## src/rtl/ni_flit_injector_if.sv

```systemverilog
// Node-side and router-side signal bundle of the flit injector.
// The slave modport is the injector; the master modport is its environment
// (the node that supplies packets plus the router that returns credits).
interface ni_flit_injector_if #(
  parameter int num_vcs            = 4,
  parameter int credits_per_vc     = 8,
  parameter int flit_data_width    = 64,
  parameter int max_payload_length = 4
);
  localparam int vc_idx_width    = (num_vcs > 1) ? $clog2(num_vcs) : 1;
  localparam int len_width       = $clog2(max_payload_length + 1);
  localparam int channel_width   = 3 + vc_idx_width + flit_data_width;
  localparam int flow_ctrl_width = 1 + vc_idx_width;

  logic                       pkt_valid;
  logic                       pkt_ready;
  logic [vc_idx_width-1:0]    pkt_vc;
  logic [len_width-1:0]       pkt_length;
  logic [flit_data_width-1:0] pkt_header;
  logic                       pay_valid;
  logic                       pay_ready;
  logic [flit_data_width-1:0] pay_data;
  logic [channel_width-1:0]   channel_out;
  logic [flow_ctrl_width-1:0] flow_ctrl_in;

  modport master (
    output pkt_valid, pkt_vc, pkt_length, pkt_header,
    output pay_valid, pay_data, flow_ctrl_in,
    input  pkt_ready, pay_ready, channel_out
  );

  modport slave (
    input  pkt_valid, pkt_vc, pkt_length, pkt_header,
    input  pay_valid, pay_data, flow_ctrl_in,
    output pkt_ready, pay_ready, channel_out
  );
endinterface

```

## src/rtl/ni_flit_injector.sv

```systemverilog
// Network-interface injector: turns packet descriptors plus payload beats
// into head/body/tail flits on one router input channel, with per-VC
// credit tracking so the router input buffers are never overrun.
//
// state | meaning
// IDLE  | waiting for a descriptor; head flit emitted on accept
// BODY  | emitting payload flits of the current packet on cur_vc
module ni_flit_injector #(
  parameter int num_vcs            = 4,
  parameter int credits_per_vc     = 8,
  parameter int flit_data_width    = 64,
  parameter int max_payload_length = 4
) (
  input  logic              clk,
  input  logic              reset,
  ni_flit_injector_if.slave bus,
  output logic              idle,
  output logic              error
);
  localparam int vc_idx_width = (num_vcs > 1) ? $clog2(num_vcs) : 1;
  localparam int len_width    = $clog2(max_payload_length + 1);
  localparam int cnt_width    = $clog2(credits_per_vc + 1);

  localparam logic [cnt_width-1:0] credit_full = cnt_width'(credits_per_vc);
  localparam logic [len_width-1:0] max_len     = len_width'(max_payload_length);
  localparam logic [len_width-1:0] len_one     = len_width'(1);

  typedef enum logic {IDLE, BODY} state_t;

  state_t                  state;
  logic [cnt_width-1:0]    credit      [num_vcs];
  logic [cnt_width-1:0]    credit_next [num_vcs];
  logic [vc_idx_width-1:0] cur_vc;
  logic [len_width-1:0]    remaining;

  logic                    fc_valid;
  logic [vc_idx_width-1:0] fc_vc;
  logic                    pkt_fire;
  logic                    pkt_bad;
  logic                    head_fire;
  logic                    beat_fire;
  logic                    send_valid;
  logic [vc_idx_width-1:0] send_vc;
  logic                    overflow;
  logic                    all_full_next;
  logic                    to_idle;

  assign {fc_valid, fc_vc} = bus.flow_ctrl_in;

  // Ready signals; pkt_ready is also gated by reset so it reads 0 while
  // reset is held, even though the FSM already sits in IDLE.
  always_comb begin
    bus.pkt_ready = reset && (state == IDLE) && !error &&
                    (credit[bus.pkt_vc] != '0);
    bus.pay_ready = (state == BODY) && (credit[cur_vc] != '0);
  end

  // Accept decode and the VC charged for the flit sent this cycle.
  always_comb begin
    pkt_fire   = bus.pkt_valid && bus.pkt_ready;
    pkt_bad    = bus.pkt_length > max_len;
    head_fire  = pkt_fire && !pkt_bad;
    beat_fire  = bus.pay_valid && bus.pay_ready;
    send_valid = head_fire || beat_fire;
    send_vc    = head_fire ? bus.pkt_vc : cur_vc;
    if (state == IDLE) to_idle = !(head_fire && (bus.pkt_length != '0));
    else               to_idle = beat_fire && (remaining == len_one);
  end

  // Next credit values: a send and a return on the same VC cancel out; a
  // return into a full counter saturates and flags an overflow.
  always_comb begin
    overflow      = 1'b0;
    all_full_next = 1'b1;
    for (int i = 0; i < num_vcs; i++) begin
      credit_next[i] = credit[i];
      if (send_valid && (send_vc == i[vc_idx_width-1:0]) &&
          !(fc_valid && (fc_vc == i[vc_idx_width-1:0]))) begin
        credit_next[i] = credit[i] - 1'b1;
      end else if (fc_valid && (fc_vc == i[vc_idx_width-1:0]) &&
                   !(send_valid && (send_vc == i[vc_idx_width-1:0]))) begin
        if (credit[i] == credit_full) overflow = 1'b1;
        else                          credit_next[i] = credit[i] + 1'b1;
      end
      if (credit_next[i] != credit_full) all_full_next = 1'b0;
    end
  end

  // Packet FSM with registered flit output, credits and status flags.
  always_ff @(posedge clk or negedge reset) begin
    if (!reset) begin
      state           <= IDLE;
      cur_vc          <= '0;
      remaining       <= '0;
      bus.channel_out <= '0;
      error           <= 1'b0;
      idle            <= 1'b1;
      for (int i = 0; i < num_vcs; i++) credit[i] <= credit_full;
    end else begin
      for (int i = 0; i < num_vcs; i++) credit[i] <= credit_next[i];
      idle            <= to_idle && all_full_next;
      bus.channel_out <= '0;
      if (overflow || (pkt_fire && pkt_bad)) error <= 1'b1;
      case (state)
        IDLE: begin
          if (head_fire) begin
            bus.channel_out <= {1'b1, bus.pkt_vc, 1'b1,
                                (bus.pkt_length == '0), bus.pkt_header};
            cur_vc          <= bus.pkt_vc;
            remaining       <= bus.pkt_length;
            if (bus.pkt_length != '0) state <= BODY;
          end
        end
        BODY: begin
          if (beat_fire) begin
            bus.channel_out <= {1'b1, cur_vc, 1'b0,
                                (remaining == len_one), bus.pay_data};
            remaining       <= remaining - len_one;
            if (remaining == len_one) state <= IDLE;
          end
        end
        default: state <= IDLE;
      endcase
    end
  end
endmodule

```

## src/flat_wrapper.sv

```systemverilog
// flat-port wrapper written by rule: the top's interface ports become plain ports
module ni_flit_injector_flat 
#(
  parameter int num_vcs            = 4,
  parameter int credits_per_vc     = 8,
  parameter int flit_data_width    = 64,
  parameter int max_payload_length = 4
)
  (clk, reset, idle, error, bus_pkt_valid, bus_pkt_vc, bus_pkt_length, bus_pkt_header, bus_pay_valid, bus_pay_data, bus_flow_ctrl_in, bus_pkt_ready, bus_pay_ready, bus_channel_out);
  ni_flit_injector_if #(.num_vcs(num_vcs), .credits_per_vc(credits_per_vc), .flit_data_width(flit_data_width), .max_payload_length(max_payload_length)) bus_i ();
  input  logic clk;
  input  logic reset;
  output logic idle;
  output logic error;
  input wire logic [$bits(bus_i.pkt_valid)-1:0] bus_pkt_valid;
  input wire logic [$bits(bus_i.pkt_vc)-1:0] bus_pkt_vc;
  input wire logic [$bits(bus_i.pkt_length)-1:0] bus_pkt_length;
  input wire logic [$bits(bus_i.pkt_header)-1:0] bus_pkt_header;
  input wire logic [$bits(bus_i.pay_valid)-1:0] bus_pay_valid;
  input wire logic [$bits(bus_i.pay_data)-1:0] bus_pay_data;
  input wire logic [$bits(bus_i.flow_ctrl_in)-1:0] bus_flow_ctrl_in;
  output wire logic [$bits(bus_i.pkt_ready)-1:0] bus_pkt_ready;
  output wire logic [$bits(bus_i.pay_ready)-1:0] bus_pay_ready;
  output wire logic [$bits(bus_i.channel_out)-1:0] bus_channel_out;
  assign bus_i.pkt_valid = bus_pkt_valid;
  assign bus_i.pkt_vc = bus_pkt_vc;
  assign bus_i.pkt_length = bus_pkt_length;
  assign bus_i.pkt_header = bus_pkt_header;
  assign bus_i.pay_valid = bus_pay_valid;
  assign bus_i.pay_data = bus_pay_data;
  assign bus_i.flow_ctrl_in = bus_flow_ctrl_in;
  assign bus_pkt_ready = bus_i.pkt_ready;
  assign bus_pay_ready = bus_i.pay_ready;
  assign bus_channel_out = bus_i.channel_out;
  ni_flit_injector #(.num_vcs(num_vcs), .credits_per_vc(credits_per_vc), .flit_data_width(flit_data_width), .max_payload_length(max_payload_length)) u_core (.clk(clk), .reset(reset), .bus(bus_i), .idle(idle), .error(error));
endmodule
```

## config.mk

```make
export PLATFORM = sky130hd
export DESIGN_NAME = ni_flit_injector_flat
export DESIGN_NICKNAME = d
export VERILOG_FILES = /design/src/rtl/ni_flit_injector_if.sv /design/src/rtl/ni_flit_injector.sv /design/src/flat_wrapper.sv
export SDC_FILE = /design/constraint.sdc
export NUM_CORES = 1
export LEC_CHECK = 0
export CAP_MARGIN = 20
export CORE_MARGIN = 10
export CORE_UTILIZATION = 42
export CTS_BUF_LIST = sky130_fd_sc_hd__clkbuf_8
export DETAILED_ROUTE_END_ITERATION = 7
export MAX_ROUTING_LAYER = met4
export PLACE_DENSITY = 0.83
export SLEW_MARGIN = 30
export SYNTH_ARGS = -nofsm -noshare
export SYNTH_HDL_FRONTEND = slang
export SYNTH_SLANG_ARGS = --single-unit
```

## constraint.sdc

```tcl
create_clock -name clk -period 3.8 [get_ports clk]
set_clock_uncertainty 0.2 [all_clocks]
set_input_delay 0.76 -clock clk [delete_from_list [all_inputs] [get_ports clk]]
set_output_delay 0.76 -clock clk [all_outputs]
set_load 0.01 [all_outputs]
```

==> results of run 1 <==
-- power breakdown --
| group | leakage [nW] | total (mW) | switching, mW | internal, mW |
|---|---|---|---|---|
| clock network | 0.100 | 0.678 | 0.356 | 0.321 |
| registers | 1.23 | 1.37 | 0.183 | 1.19 |
| logic | 1.62 | 1.16 | 0.551 | 0.606 |
| total | 2.95 | 3.20 | 1.09 | 2.11 |
-- state kept, by name (all words and copies together) (netlist names) --
signal                  cells
u_core.remaining            3
u_core.state                1
u_core.credit              16
u_core.idle                 1
u_core.cur_vc               2
u_core.bus.channel_out     69
u_core.error                1
-- cell families after synthesis --
group | after synthesis
xor gates and xnor gates | 6
AOI/OAI and AO/OA | 122
buffers and inverters | 33
and+or+nand+nor | 91
muxes | 6
adders and majority gates | 13
DFF | 93
-- layout make-up --
cell class | count | area [sq um]
Tap cell | 133 | 166
Inverter | 16 | 60.1
Clock buffer | 10 | 138
Fill cell | 731 | 3040
Timing Repair Buffer | 222 | 2200
Multi-Input combinational cell | 238 | 1820
Clock inverter | 6 | 62.6
Sequential cell | 93 | 2330
-- stage by stage --
stage | area, sq um | power (mW) | utilization | worst slack (ps)
after floorplan | 4260 | 1.95 | - | 751
after global placement | 6570 | 2.49 | 0.669 | 134
after detailed placement | 6570 | 2.54 | 0.669 | 64.4
after CTS | 6770 | 3.23 | 0.690 | 313
after global routing | 6780 | 3.40 | 0.690 | 251
final | 6780 | 3.20 | 0.690 | 333
-- final timing paths --
kind / endpoint
worst max-delay path: bus_pkt_ready
worst min-delay path: u_core.credit[1]
worst max register to register: u_core.idle
worst min register to register: u_core.remaining[1]
max in group asynchronous: u_core.bus.channel_out[61]
min in group clk: u_core.remaining[1]
-- layout by cell type (no fill, tap or decap), types with 3 or more instances in the layout --
master / instances
inv_1: 17
ha_1: 13
nor3_1: 4
xnor2_1: 4
dfrtp_1: 88
nand2_1: 22
or3_1: 7
nand4_1: 5
buf_4: 10
and3_1: 6
clkbuf_8: 10
a211oi_1: 3
o21ai_0: 11
clkdlybuf4s50_1: 211
nor4_1: 3
a21o_1: 3
a21oi_1: 9
o2bb2ai_1: 3
dfstp_2: 5
a22o_1: 65
nor2_1: 12
nand3_1: 8
-- per-layer routing --
layer,vias to the layer above,share of wire,track usage
met3,19,0.069,0.0461
met1,1914,0.40,0.235
met5,-,0,-
li1,1808,-,-
met4,0,0.013,0.0460
met2,189,0.52,0.363
==> impl_metrics.csv, run 1 <==
group,metric,value,unit
logic_synthesis,ys_seq_area_frac,0.547,
global_route,grt-ovfl-total,0,
sta,tightestPinTransition,725,ps
clock_tree,cts_buffer_depth,2,
sta,timing.fmax,0.288,GHz
cells_and_area,antennaDiodeCount,0,
floorplan,dieHeight,121,um
worst_setup_path,critPathBufInv,1,
routing,dr.pass1.iters,5,
cells_and_area,final_layout_size_suffix_gt1_frac,0.0769,
sta,min_period,3470,ps
cells_and_area,fin_nets,733,
worst_setup_path,crit_slowest_cell,"or4_1",
power,pwr_density_cell,473,nW/um^2
cells_and_area,area_growth,59.0,%
power,ir_drop,0.000276,V
routing,viasPerCell,5.47,
logic_synthesis,synth_edf_count,0,
floorplan,core,9820,sq um
logic_synthesis,synth_adder_area_share,0.0382,
logic_synthesis,yosys.area.top_type,"dfrtp_1",
worst_setup_path,reg2reg_from,"u_core.state",
logic_synthesis,post_synth_mux_area_share,0.0188,
logic_synthesis,syn_inst,364,
place,gp_congestion,0.928,
floorplan,rows,36,
sta,relSlewSlack,0.516,
clock_tree,cts_tree,"yes",
logic_synthesis,yosysWarnings,0,
clock_tree,htreeDepth,3,
routing,wirelength,15200,um
clock_tree,clock_sinks,93,
sta,rsz0062_at_grt,"false",
worst_setup_path,crit_required,2840,ps
routing,drc,0,
logic_synthesis,synth_commonest_cells,"88 x dfrtp_1, 65 x a22o_1, 22 x nand2_1",
sta,setup_violations,0,
logic_synthesis,async_flop_share,1.00,
clock_tree,clk_latency,360,ps
worst_setup_path,arrival,2510,ps
logic_synthesis,ys_ff_latch,93,
global_route,grt_pass1_wl,23100,um
sta,min_period_over_period,0.912,
logic_synthesis,synth_area_leaders,"dfrtp_1 52%, a22o_1 13%, ha_1 3.8%",
run,maxCapViolations,0,
clock_tree,cts_setup_buffers,0,
logic_synthesis,synth_cell_type_count,63,
routing,drt_iter0_drc,236,
routing,vias,3930,
logic_synthesis,synth_xor_area_frac,0.0123,
hold_path,hold_class,"primary input to async pin",
power,p_leak,2.95,nW
place,hpwl,12100,um
worst_setup_path,startpoint,"u_core.credit[1]",
clock_tree,post_cts_resized,0,
place,numPortBuffers,212,
logic_synthesis,postSynthAreaPerCell,11.7,sq um
outcome,outcome,"finished, final reports clean",
routing,routedWlPerCell,21.1,um
global_route,first_global_vias,4095,
logic_synthesis,synthFlopType,"dfrtp_1",
logic_synthesis,synth_top_cell_area_share,0.517,
place,placed_cells,702,
global_route,antenna_found_initial,0,
worst_setup_path,cpLargestDelayFamily,"simple AND/OR/NAND/NOR gates",
clock_tree,path_clk_slew,90,ps
worst_setup_path,critical_path_class,"flip-flop to output port",
worst_setup_path,r2r_slack,760,ps
worst_setup_path,endpoint_kind,"output port",
global_route,grt_start_max_net_pins,72,
sta,finalSetupTns,0,ps
clock_tree,ctsHoldBuffers,0,
logic_synthesis,syn_nets,517,
worst_setup_path,path_max_fanout,8,
worst_setup_path,crit_path_cell_trace,"or4_1, o2bb2a_1, and3_1, clkdlybuf4s50_1",
floorplan,die-area,14600,sq um
sta,hold_viol,0,
routing,ant_nets,0,
floorplan,chipWidth,121,um
logic_synthesis,synthesis.area,4260,sq um
clock_tree,cts_inserted_buffers,9,
logic_synthesis,post-synth-top-count-cell,"dfrtp_1",
logic_synthesis,synth_compound_area_frac,0.232,
cells_and_area,instances_no_fill,718,
worst_setup_path,critical_path.startpoint_type,"flip-flop",
worst_setup_path,cp_num_cells,4,
floorplan,io_pins,213,
global_route,grt.total_usage,0.206,
clock_tree,cts_root_buf,"clkbuf_8",
logic_synthesis,yosys.area_share.simple,0.122,
sta,maxSlewViolCount,0,
floorplan,start_util,0.434,
logic_synthesis,synth_top_family_by_area,"compound AO/OA/AOI/OAI gates",
sta,hold_slack,205,ps
worst_setup_path,rr_worst_depth,7,
worst_setup_path,max_stage_delay,640,ps
Power figures use the tool's default switching activity.
==> run 2, diff against run 1 <==
Settings changed: GPL_TIMING_DRIVEN from default to 0, RECOVER_POWER from default to 50.
==> run 2 against run 1 <==
Against the previous run:
- count of clock-buffer cells in the layout did not move
- non-clock buffer count rose by 8
- critical path type unchanged
- largest power group unchanged
- die area did not move
- total power rose by 3.2%
- clock power rose by 21%
==> impl_metrics.csv, run 2 (synthesis results as in run 1) <==
group,metric,value,unit
global_route,grt_pass1_wl,23300,um
sta,min_period,3580,ps
worst_setup_path,reg2reg_from,"u_core.credit[13]",
hold_path,hold_class,"primary input to async pin",
routing,wirelength,15200,um
power,power_frac_comb,0.347,
cells_and_area,seq_area,2330,sq um
power,internal_power,2.23,mW
cells_and_area,fin_area,6840,sq um
clock_tree,clock_sinks,93,
worst_setup_path,crit_required,2840,ps
cells_and_area,reg_top3,"u_core.bus.channel_out x69, u_core.credit x16, u_core.remaining x3",
routing,dr.pass1.iters,6,
clock_tree,cts_setup_buffers,0,
global_route,first_global_vias,4093,
sta,rsz0062_at_grt,"false",
floorplan,rows,36,
place,gp_congestion,0.894,
floorplan,start_util,0.434,
routing,vias,3875,
floorplan,dieHeight,121,um
clock_tree,path_clk_slew,90,ps
worst_setup_path,critical_path_class,"flip-flop to output port",
clock_tree,cts_buffer_depth,2,
power,power_switching_share,0.326,
sta,setup_violations,0,
place,place_area,6580,sq um
worst_setup_path,path_max_fanout,8,
worst_setup_path,r2r_slack,710,ps
global_route,grt_start_max_net_pins,52,
cells_and_area,fin_nets,741,
routing,viasPerCell,5.34,
power,p_leak,3.09,nW
worst_setup_path,startpoint,"u_core.credit[2]",
power,ir_drop,0.000386,V
place,placed_cells,710,
sta,maxSlewViolCount,0,
outcome,outcome,"finished, final reports clean",
cells_and_area,final_layout_size_suffix_gt1_frac,0.0607,
sta,tightestPinTransition,856,ps
global_route,grt-ovfl-total,0,
place,pre_cts_ws,-210,ps
cells_and_area,largest_reg_flops,69,
floorplan,chipWidth,121,um
worst_setup_path,endpoint_kind,"output port",
routing,ant_nets,0,
routing,routedWlPerCell,21.0,um
power,p_switching,1.08,mW
sta,hold_viol,0,
power,p_clk_frac,0.248,
global_route,antenna_found_initial,0,
clock_tree,cts_root_buf,"clkbuf_8",
cells_and_area,area_growth,60.4,%
worst_setup_path,arrival,2620,ps
place,numPortBuffers,212,
sta,relSlewSlack,0.424,
place,hpwl,12300,um
sta,min_period_over_period,0.942,
worst_setup_path,rr_worst_depth,7,
floorplan,core,9820,sq um
floorplan,die-area,14600,sq um
power,pwr_density_cell,484,nW/um^2
clock_tree,clk_latency,380,ps
cells_and_area,multi_input_area,1800,sq um
global_route,grt.total_usage,0.211,
clock_tree,cts_inserted_buffers,9,
worst_setup_path,critical_path.startpoint_type,"flip-flop",
cells_and_area,final_cell_mix,"175 x clkdlybuf4s50_1, 88 x dfrtp_1, 65 x a22o_1, 36 x dlygate4sd3_1, 22 x nand2_1",
sta,timing.fmax,0.279,GHz
run,maxCapViolations,0,
cells_and_area,final_common_cell,"clkdlybuf4s50_1",
routing,drc,0,
floorplan,io_pins,213,
cells_and_area,antennaDiodeCount,0,
clock_tree,cts_tree,"yes",
clock_tree,htreeDepth,3,
cells_and_area,num-fill-cells,732,
routing,drt_iter0_drc,283,
sta,setup_ws,219,ps
power,power_frac_seq,0.405,
cells_and_area,largest-register,"u_core.bus.channel_out",
cells_and_area,instances_no_fill,726,
[run 2: what timing repair did]
item | CTS | global route
gates resized for setup | 0 | 2
hold buffers | 0 | 0
endpoints found under the setup margin | 0 | 1
[run 2: power groups by stage]
stage          logic, mW  registers [mW]  clock network (mW)
3_5_place_dp        1.16            1.36                   0
3_3_place_gp        1.11            1.34                   0
5_1_grt             1.27            1.36               0.881
6_report            1.15            1.34               0.820
4_1_cts             1.17            1.34               0.840
2_1_floorplan      0.574            1.37                   0
[run 2: critical path, stage by stage (launching register included)]
cell	delay, ps
dfrtp_1	370
clkbuf_1	180
or4_1	630
o2bb2a_1	350
and3_1	210
clkdlybuf4s50_1	500
[run 2: area by class of cell]
class | count | area share
buffer | 17 | 0.00952
inverter | 16 | 0.00878
multi-input combinational | 238 | 0.264
timing repair buffer | 213 | 0.315
clock buffer | 10 | 0.0201
tap | 133 | 0.0243
sequential | 93 | 0.341
clock inverter | 6 | 0.0170
[run 2: path summary, 6_finish.rpt]
| path | endpoint |
|---|---|
| min in group clk | u_core.remaining[1] |
| min | u_core.bus.channel_out[67] |
| max in group asynchronous | u_core.credit[11] |
| max reg2reg | u_core.idle |
| min reg2reg | u_core.remaining[1] |
| max | bus_pkt_ready |
[run 2: per-stage QoR]
stage	total power [mW]	hold slack [ps]	TNS, ps	utilization
3_5_place_dp	2.52	301	-210	0.670
5_1_grt	3.51	85.2	0	0.696
6_report	3.31	78.2	0	0.696
2_1_floorplan	1.95	250	0	-
4_1_cts	3.35	127	0	0.696
3_3_place_gp	2.45	271	-401550	0.667
[run 2: metal layers]
layer | track usage | vias to the layer above | routed length (um)
met5 | - | - | 0
met4 | 0.0468 | 0 | 165
met3 | 0.0735 | 19 | 1070
met2 | 0.374 | 141 | 8090
met1 | 0.222 | 1892 | 5900
li1 | - | 1823 | -
==> run 3, diff against run 2 <==
Settings changed: CAP_MARGIN 20 to default, REMOVE_ABC_BUFFERS from default to 1, SLEW_MARGIN 30 to 15.
==> run 3 against run 2 <==
Against the previous run:
- die area did not move
- sequential power is essentially flat
- wire length shrank 1.0%
- sequential cell count stayed put
- total power fell by 2.8%
- cell count down 2.1%
- largest power group unchanged
- critical path depth decreased by 1
- sequential share of layout area up 0.25 points
==> impl_metrics.csv, run 3 (synthesis results as in run 1) <==
group,metric,value,unit
outcome,outcome,"finished, final reports clean",
worst_setup_path,critical_path_class,"flip-flop to output port",
power,p_switching,1.07,mW
cells_and_area,seq_area,2330,sq um
power,pwr_density_cell,474,nW/um^2
global_route,grt-ovfl-total,0,
clock_tree,clock_sinks,93,
sta,relSlewSlack,0.412,
clock_tree,ctsHoldBuffers,0,
worst_setup_path,max_stage_delay,750,ps
worst_setup_path,endpoint_kind,"output port",
run,maxCapViolations,0,
cells_and_area,final_layout_size_suffix_gt1_frac,0.0657,
floorplan,start_util,0.434,
worst_setup_path,critPathBufInv,1,
clock_tree,htreeDepth,3,
sta,min_period_over_period,0.933,
global_route,grt_pass1_wl,23000,um
routing,vias,3805,
worst_setup_path,path_max_fanout,6,
sta,setup_violations,0,
routing,dr.pass1.iters,5,
floorplan,die-area,14600,sq um
clock_tree,clk_latency,360,ps
floorplan,chipWidth,121,um
power,p_clk_frac,0.225,
routing,wirelength,15100,um
routing,drt_iter0_drc,166,
sta,hold_viol,0,
clock_tree,cts_tree,"yes",
power,power_switching_share,0.334,
cells_and_area,antennaDiodeCount,0,
clock_tree,cts_root_buf,"clkbuf_8",
power,power_frac_seq,0.421,
clock_tree,cts_inserted_buffers,9,
hold_path,hold_class,"primary input to async pin",
clock_tree,path_clk_slew,90,ps
worst_setup_path,crit_required,2840,ps
power,ir_drop,0.000222,V
clock_tree,cts_buffer_depth,2,
cells_and_area,area_growth,59.2,%
cells_and_area,fin_area,6790,sq um
floorplan,io_pins,213,
power,finalPower,3.21,mW
cells_and_area,fin_nets,726,
global_route,grt_start_max_net_pins,53,
sta,rsz0062_at_grt,"false",
power,power_frac_comb,0.354,
sta,min_period,3550,ps
worst_setup_path,crit_path_cell_trace,"nor4_1, mux4_2, nor2_1, clkdlybuf4s50_1",
sta,setup_ws,253,ps
worst_setup_path,critical_path.startpoint_type,"flip-flop",
place,numPortBuffers,212,
sta,finalSetupTns,0,ps
global_route,antenna_found_initial,0,
power,internal_power,2.14,mW
worst_setup_path,arrival,2590,ps
routing,ant_nets,0,
worst_setup_path,cpLargestDelayFamily,"simple AND/OR/NAND/NOR gates",
cells_and_area,largest-register,"u_core.bus.channel_out",
sta,tightestPinTransition,880,ps
cells_and_area,reg_top3,"u_core.bus.channel_out x69, u_core.credit x16, u_core.remaining x3",
floorplan,dieHeight,121,um
place,hpwl,12200,um
routing,viasPerCell,5.35,
power,p_leak,3.07,nW
routing,drc,0,
clock_tree,post_cts_resized,1,
routing,routedWlPerCell,21.2,um
clock_tree,cts_setup_buffers,0,
cells_and_area,fin_util,0.691,
place,pre_cts_ws,-382,ps
place,gp_congestion,0.900,
cells_and_area,final_cell_mix,"175 x clkdlybuf4s50_1, 88 x dfrtp_1, 65 x a22o_1, 36 x dlygate4sd3_1, 22 x nand2_1",
sta,timing.fmax,0.282,GHz
cells_and_area,largest_reg_flops,69,
worst_setup_path,crit_slowest_cell,"nor4_1",
cells_and_area,final_common_cell,"clkdlybuf4s50_1",
floorplan,core,9820,sq um
place,place_area,6570,sq um
cells_and_area,num-fill-cells,726,
floorplan,rows,36,
cells_and_area,multi_input_area,1820,sq um
global_route,first_global_vias,4323,
sta,maxSlewViolCount,0,
global_route,grt.total_usage,0.210,
==> run 3: final cells by class <==
cell class	instances	share of cell area
clock inverter	7	0.0133
tap	133	0.0245
sequential	93	0.344
timing repair buffer	215	0.323
clock buffer	9	0.0182
multi-input combinational	238	0.268
inverter	16	0.00885
==> run 3: path summary, 6_finish.rpt <==
| check | from | end | slack (ps) | cells after the start |
|---|---|---|---|---|
| max | u_core.credit[10] | bus_pay_ready | 250 | 4 |
| min | reset | u_core.credit[0] | 80 | 1 |
| max reg2reg | u_core.state | u_core.idle | 650 | 7 |
| min reg2reg | u_core.remaining[1] | u_core.remaining[1] | 310 | 2 |
| max in group asynchronous | reset | u_core.credit[15] | 2700 | 2 |
| min in group clk | u_core.remaining[1] | u_core.remaining[1] | 310 | 2 |
==> run 3: metal layers <==
| metal | wire, um | GRT usage | share of wire |
|---|---|---|---|
| met5 | 0 | - | 0 |
| met2 | 7890 | 0.364 | 0.52 |
| met1 | 5230 | 0.203 | 0.35 |
| met3 | 1650 | 0.102 | 0.11 |
| met4 | 284 | 0.0603 | 0.019 |
==> run 3: power by group through the flow <==
stage / registers (mW) / logic (mW) / clock network [mW]
final: 1.35 / 1.14 / 0.724
after global routing: 1.39 / 1.26 / 0.777
after CTS: 1.35 / 1.16 / 0.736
after detailed placement: 1.37 / 1.15 / 0
after global placement: 1.36 / 1.11 / 0
after floorplan: 1.39 / 0.554 / 0
==> run 3: worst reg2reg max path, cell delays in order, from the launching register on <==
cell	delay, ps
dfrtp_1	510
nand4bb_1	330
or4b_4	620
a21oi_4	250
a21boi_1	100
mux2_4	270
or4b_1	500
nor4_2	270
==> run 3: per-stage QoR <==
step	hold WS, ps	instances
floorplan	250	347
global placement	274	692
detailed placement	297	695
CTS	130	711
global route	85.2	711
finish	84.6	711
